<file path="src/rtl/ah_demux_sched.sv">
// ============================================================================
// Module   : ah_demux_sched
// Purpose  : Per-packet select scheduler for the AH valid/ready egress demux.
//            Optional stall watchdog enabled by macro AH_DEMUX_SCHED_WDOG_EN.
// Revision : 1.0 - initial release
// ============================================================================
`default_nettype none

module ah_demux_sched #(
    parameter int NUM_EGR = 24,
    parameter int SEL_W   = 5,
    parameter int CNT_W   = 16,
    parameter int TO_CYC  = 255
) (
    input  logic             clk,
    input  logic             rst_n,
    input  logic [SEL_W-1:0] dst_data,
    input  logic             dst_valid,
    output logic             dst_ready,
    input  logic             ing_valid,
    input  logic             ing_last,
    output logic             ing_ready,
    output logic             dmx_valid,
    input  logic             dmx_ready,
    output logic [SEL_W-1:0] dmx_select,
    output logic             busy,
    output logic             err_bad_dst,
    output logic             err_timeout,
    output logic [CNT_W-1:0] pkt_cnt,
    output logic [CNT_W-1:0] drop_cnt
);

    localparam logic [SEL_W:0]   c_NUM_EGR = (SEL_W+1)'(NUM_EGR);
    localparam logic [CNT_W-1:0] c_CNT_ONE = {{(CNT_W-1){1'b0}}, 1'b1};

    if ((2**SEL_W < NUM_EGR) || (TO_CYC < 1) || (TO_CYC > 255)) begin : g_param_err
        $error("ah_demux_sched: illegal parameter combination");
    end

    typedef enum logic [1:0] {
        S_IDLE  = 2'd0,
        S_ROUTE = 2'd1,
        S_DROP  = 2'd2
    } state_t;

    state_t           r_state;
    state_t           w_next;
    logic             w_accept_ok;
    logic             w_accept_bad;
    logic             w_pkt_done;
    logic             w_drop_done;
    logic             w_wdog_fire;
    logic [SEL_W-1:0] r_select;
    logic [CNT_W-1:0] r_pkt_cnt;
    logic [CNT_W-1:0] r_drop_cnt;
    logic             r_err_bad_dst;
    logic             r_err_timeout;

    always_ff @(posedge clk or negedge rst_n) begin
        if (!rst_n) begin
            r_state <= S_IDLE;
        end else begin
            r_state <= w_next;
        end
    end

    always_comb begin
        w_next       = r_state;
        dst_ready    = 1'b0;
        ing_ready    = 1'b0;
        dmx_valid    = 1'b0;
        w_accept_ok  = 1'b0;
        w_accept_bad = 1'b0;
        w_pkt_done   = 1'b0;
        w_drop_done  = 1'b0;
        case (r_state)
            S_IDLE: begin
                dst_ready = 1'b1;
                if (dst_valid) begin
                    if ({1'b0, dst_data} < c_NUM_EGR) begin
                        w_accept_ok = 1'b1;
                        w_next      = S_ROUTE;
                    end else begin
                        w_accept_bad = 1'b1;
                        w_next       = S_DROP;
                    end
                end
            end
            S_ROUTE: begin
                dmx_valid = ing_valid;
                ing_ready = dmx_ready;
                if (ing_valid && dmx_ready && ing_last) begin
                    w_pkt_done = 1'b1;
                    w_next     = S_IDLE;
                end else if (w_wdog_fire) begin
                    w_next = S_DROP;
                end
            end
            S_DROP: begin
                ing_ready = 1'b1;
                if (ing_valid && ing_last) begin
                    w_drop_done = 1'b1;
                    w_next      = S_IDLE;
                end
            end
            default: w_next = S_IDLE;
        endcase
    end

`ifdef AH_DEMUX_SCHED_WDOG_EN
    localparam logic [7:0] c_TO_LAST = 8'(TO_CYC - 1);

    logic [7:0] r_stall;
    logic       w_stall;

    assign w_stall     = (r_state == S_ROUTE) && ing_valid && !dmx_ready;
    // Fires on the stall cycle that brings the count up to TO_CYC.
    assign w_wdog_fire = w_stall && (r_stall == c_TO_LAST);

    always_ff @(posedge clk or negedge rst_n) begin
        if (!rst_n) begin
            r_stall <= 8'd0;
        end else if ((r_state != S_ROUTE) || (w_next != S_ROUTE) || (ing_valid && dmx_ready)) begin
            r_stall <= 8'd0;
        end else if (w_stall) begin
            r_stall <= r_stall + 8'd1;
        end
    end
`else
    assign w_wdog_fire = 1'b0;
`endif

    always_ff @(posedge clk or negedge rst_n) begin
        if (!rst_n) begin
            r_select      <= '0;
            r_pkt_cnt     <= '0;
            r_drop_cnt    <= '0;
            r_err_bad_dst <= 1'b0;
            r_err_timeout <= 1'b0;
        end else begin
            r_err_bad_dst <= w_accept_bad;
            r_err_timeout <= w_wdog_fire;
            if (w_accept_ok) begin
                r_select <= dst_data;
            end
            if (w_pkt_done) begin
                r_pkt_cnt <= r_pkt_cnt + c_CNT_ONE;
            end
            if (w_drop_done) begin
                r_drop_cnt <= r_drop_cnt + c_CNT_ONE;
            end
        end
    end

    assign busy        = (r_state != S_IDLE);
    assign dmx_select  = r_select;
    assign pkt_cnt     = r_pkt_cnt;
    assign drop_cnt    = r_drop_cnt;
    assign err_bad_dst = r_err_bad_dst;
    assign err_timeout = r_err_timeout;

endmodule

`default_nettype wire

</file>
<file path="config.mk">
export PLATFORM = sky130hd
export DESIGN_NAME = ah_demux_sched
export DESIGN_NICKNAME = d
export VERILOG_FILES = /design/src/rtl/ah_demux_sched.sv
export SDC_FILE = /design/constraint.sdc
export NUM_CORES = 1
export LEC_CHECK = 0
export ABC_CLOCK_PERIOD_IN_PS = 1700
export CAP_MARGIN = 20
export CELL_PAD_IN_SITES_DETAIL_PLACEMENT = 0
export CELL_PAD_IN_SITES_GLOBAL_PLACEMENT = 1
export CORE_AREA = 2 2 75 77
export DETAILED_ROUTE_END_ITERATION = 10
export DIE_AREA = 0 0 77 79
export PLACE_DENSITY = 0.76
export SETUP_SLACK_MARGIN = 0.1
export SYNTH_ARGS = -nofsm -noshare
export SYNTH_HDL_FRONTEND = slang
export SYNTH_SLANG_ARGS = --single-unit
</file>
<file path="constraint.sdc">
create_clock -name clk -period 1.7 [get_ports clk]
set_input_delay 0.425 -clock clk [delete_from_list [all_inputs] [get_ports clk]]
set_output_delay 0.425 -clock clk [all_outputs]
set_load 0.02 [all_outputs]
</file>
==> results.py <==
metrics = {
    "logic_synthesis": {
        "ys_ff_latch": 40,
        "yosys-top-cells-count": "dfrtp_1, xnor2_1, nand2_1",
        "syn-instance-count": 158,
        "synth.most_common_cell": "dfrtp_1",
        "yosys-top-cells-area": "dfrtp_1, xnor2_1, ha_1",
        "async_flop_share": 1.00,
        "yosysUniqueCellTypes": 29,
        "synth.cell_area_um2": 1830,
        "avgSynthCellArea_um2": 11.6,
        "ys_seq_area_frac": 0.548,
        "ys.flop_type": "dfrtp_1",
        "netlist.area_leader.share": 0.548,
        "synth-edff-count": 0,
        "yosys.area.top_type": "dfrtp_1",
        "yosys_warnings": 0,
        "syn_nets": 174,
    },
    "cells_and_area": {
        "fin_util": 0.527,
        "antenna-diode-count": 0,
        "syn2layout_area_growth_pct": 54.1,
        "nets": 258,
        "final_cells": 315,
        "drive_above_1_share": 0.284,
    },
    "global_route": {
        "grtUsageTotal": 0.131,
        "grt-ovfl-total": 0,
        "antenna_found_initial": 0,
        "grt_pass1_vias": 1350,
        "grt_max_degree": 25,
        "grt_pass1_wl_um": 6220,
    },
    "setup_path": {
        "end_kind": "primary output",
        "required_ns": 1.27,
        "crit_buf_inv": 2,
        "crit_path_start_kind": "flop",
        "cp_slowest_stage_delay_ns": 0.40,
        "crit_type": "flop to primary output",
        "crit_family": "flip-flops",
        "crit_chain": "buf_6 > ha_4 > a21oi_1 > nor2b_1 > buf_4",
        "cp_max_fo": 3,
        "crit_slowest_cell": "dfrtp_1",
        "arrival_ns": 1.32,
    },
    "floorplanning": {
        "rows": 27,
        "io_pins": 54,
        "die_area_um2": 6080,
        "start_util": 0.342,
        "chipWidth_um": 77,
        "core_um2": 5340,
        "die_y_um": 79,
    },
    "power": {
        "p_clk_frac": 0.241,
        "switchingPower_mw": 1.04,
        "seq_power_share": 0.386,
        "comb_power_share": 0.373,
        "p_int_mw": 2.13,
        "powerDensity_nw_per_um2": 1130,
        "power_leakage_nw": 1.44,
        "irDropWorstVdd_uv": 620,
        "swShare": 0.328,
    },
    "placement": {
        "placed_cells": 295,
        "numPortBuffers": 52,
        "place_hpwl_um": 2700,
        "place_congestion": 0.732,
    },
    "timing": {
        "drv_slew": 0,
        "rsz0062_at_grt": "yes",
        "setup_violations": 2,
        "min_period_over_period": 1.03,
        "fin_skew_ns": 0.00849,
        "finalCriticalPeriod_ns": 1.75,
        "hold_violations": 0,
        "fmax_mhz": 573,
        "finalWorstSetupSlack_ns": -0.0456,
    },
    "outcome": {
        "outcome": "finished with violations",
        "violations": "negative setup slack",
    },
    "routing": {
        "viasPerCell": 4.59,
        "drt_iter0_drc": 46,
        "drtAntennaViolNets": 0,
        "drc": 0,
        "route.met2.wl_um": 1870,
        "highest_layer": "met4",
        "wl_per_cell_um": 12.3,
        "wl_um": 3880,
        "num_vias": 1445,
        "drtPass1Iterations": 4,
        "wl_met3_um": 210,
        "drt-met1-wl_um": 1740,
    },
    "run": {
        "maxCapViolCount": 0,
    },
    "worst_hold_path": {
        "holdCritPathClass": "input port to async pin",
    },
    "cts": {
        "tritoncts": "yes",
        "cts_buffers": 5,
        "clk_path_buf_depth": 2,
        "clkTransAtPathRegs_ns": 0.08,
        "clockRootBuffer": "clkbuf_8",
        "cts.htree.levels": 2,
        "cts_sinks": 40,
        "clk_latency_ns": 0.30,
    },
}
[logic make-up after synthesis]
family                   Yosys count  share of synthesized area
AO/OA/AOI/OAI                      6                     0.0219
XOR/XNOR                          30                      0.144
AND/OR/NAND/NOR                   64                      0.205
other                              1                    0.00205
flip-flops                        40                      0.548
buffers and inverters              8                     0.0199
multiplexers                       4                     0.0247
adder cells (fa/ha/maj)            5                     0.0343
[through the flow]
step | area, um2 | total power [mW] | hold WS (ns) | setup TNS, ns | setup WS, ns
after floorplan | 1830 | 1.74 | 0.129 | 0 | 0.187
after global placement | 2550 | 2.26 | 0.390 | -6.05 | -0.401
after detailed placement | 2550 | 2.27 | 0.396 | -6.14 | -0.418
after CTS | 2730 | 3.09 | 0.0725 | -0.118 | -0.0441
after global routing | 2810 | 3.37 | 0.0724 | -0.456 | -0.116
final | 2810 | 3.17 | 0.0671 | -0.0561 | -0.0456
[sequential cells by signal (all words and copies together), names as in the netlist]
name and count:
err_bad_dst 1, r_state 2, drop_cnt 16, dmx_select 5, pkt_cnt 16
[metal layers]
metal,up-vias,global-route usage
met2,36,0.218
met3,6,0.0420
li1,703,-
met4,0,0.0589
met1,700,0.155
met5,-,0
[worst paths after layout]
| check | start | endpoint | slack, ns | cells after the start |
|---|---|---|---|---|
| worst max-delay path | r_state[0] | ing_ready | -0.05 | 5 |
| worst min-delay path | rst_n | pkt_cnt[3] | 0.07 | 1 |
| worst max register to register | r_state[0] | drop_cnt[11] | -0.01 | 7 |
| worst min register to register | drop_cnt[15] | drop_cnt[15] | 0.46 | 1 |
| max in group asynchronous | rst_n | drop_cnt[2] | 1.15 | 2 |
| min in group clk | drop_cnt[15] | drop_cnt[15] | 0.46 | 1 |
[cells in the final DEF (no fill, tap or decap), drive strengths merged]
cell / n
a21boi: 1
a21oi: 2
and2: 3
and3: 5
and4: 6
buf: 33
bufinv: 1
clkbuf: 6
clkdlybuf4s50: 8
clkinv: 1
conb: 1
dfrtp: 40
dlygate4sd2: 38
dlymetal6s2s: 1
ha: 5
inv: 5
mux2: 4
nand2: 15
nand3: 10
nand4: 10
nor2: 11
nor2b: 1
nor3: 1
nor4b: 1
o21a: 1
o22ai: 1
o32ai: 1
or2: 1
xnor2: 23
xor2: 7
[power by group through the flow]
stage / clock network (mW) / logic (mW) / registers [mW]
finish: 0.765 / 1.18 / 1.22
global route: 0.846 / 1.27 / 1.25
CTS: 0.790 / 1.08 / 1.23
detailed placement: 0 / 1.03 / 1.24
global placement: 0 / 1.03 / 1.24
floorplan: 0 / 0.361 / 1.38
[layout make-up]
type	instances	area (um2)
inverters	5	18.8
clock inverters	2	35.0
well taps	72	90.1
repair buffers	80	709
fillers	529	2520
multi-input cells	110	886
flip-flops and latches	40	1000
clock buffers	6	72.6
[what timing repair did]
action                                  CTS  global route
hold buffers                              0             0
buffers inserted                          6             6
endpoints found under the setup margin   57            30
pin swaps                                 5            12
resized for setup                        80            13
Note: power is estimated with default switching activity, not from simulation.
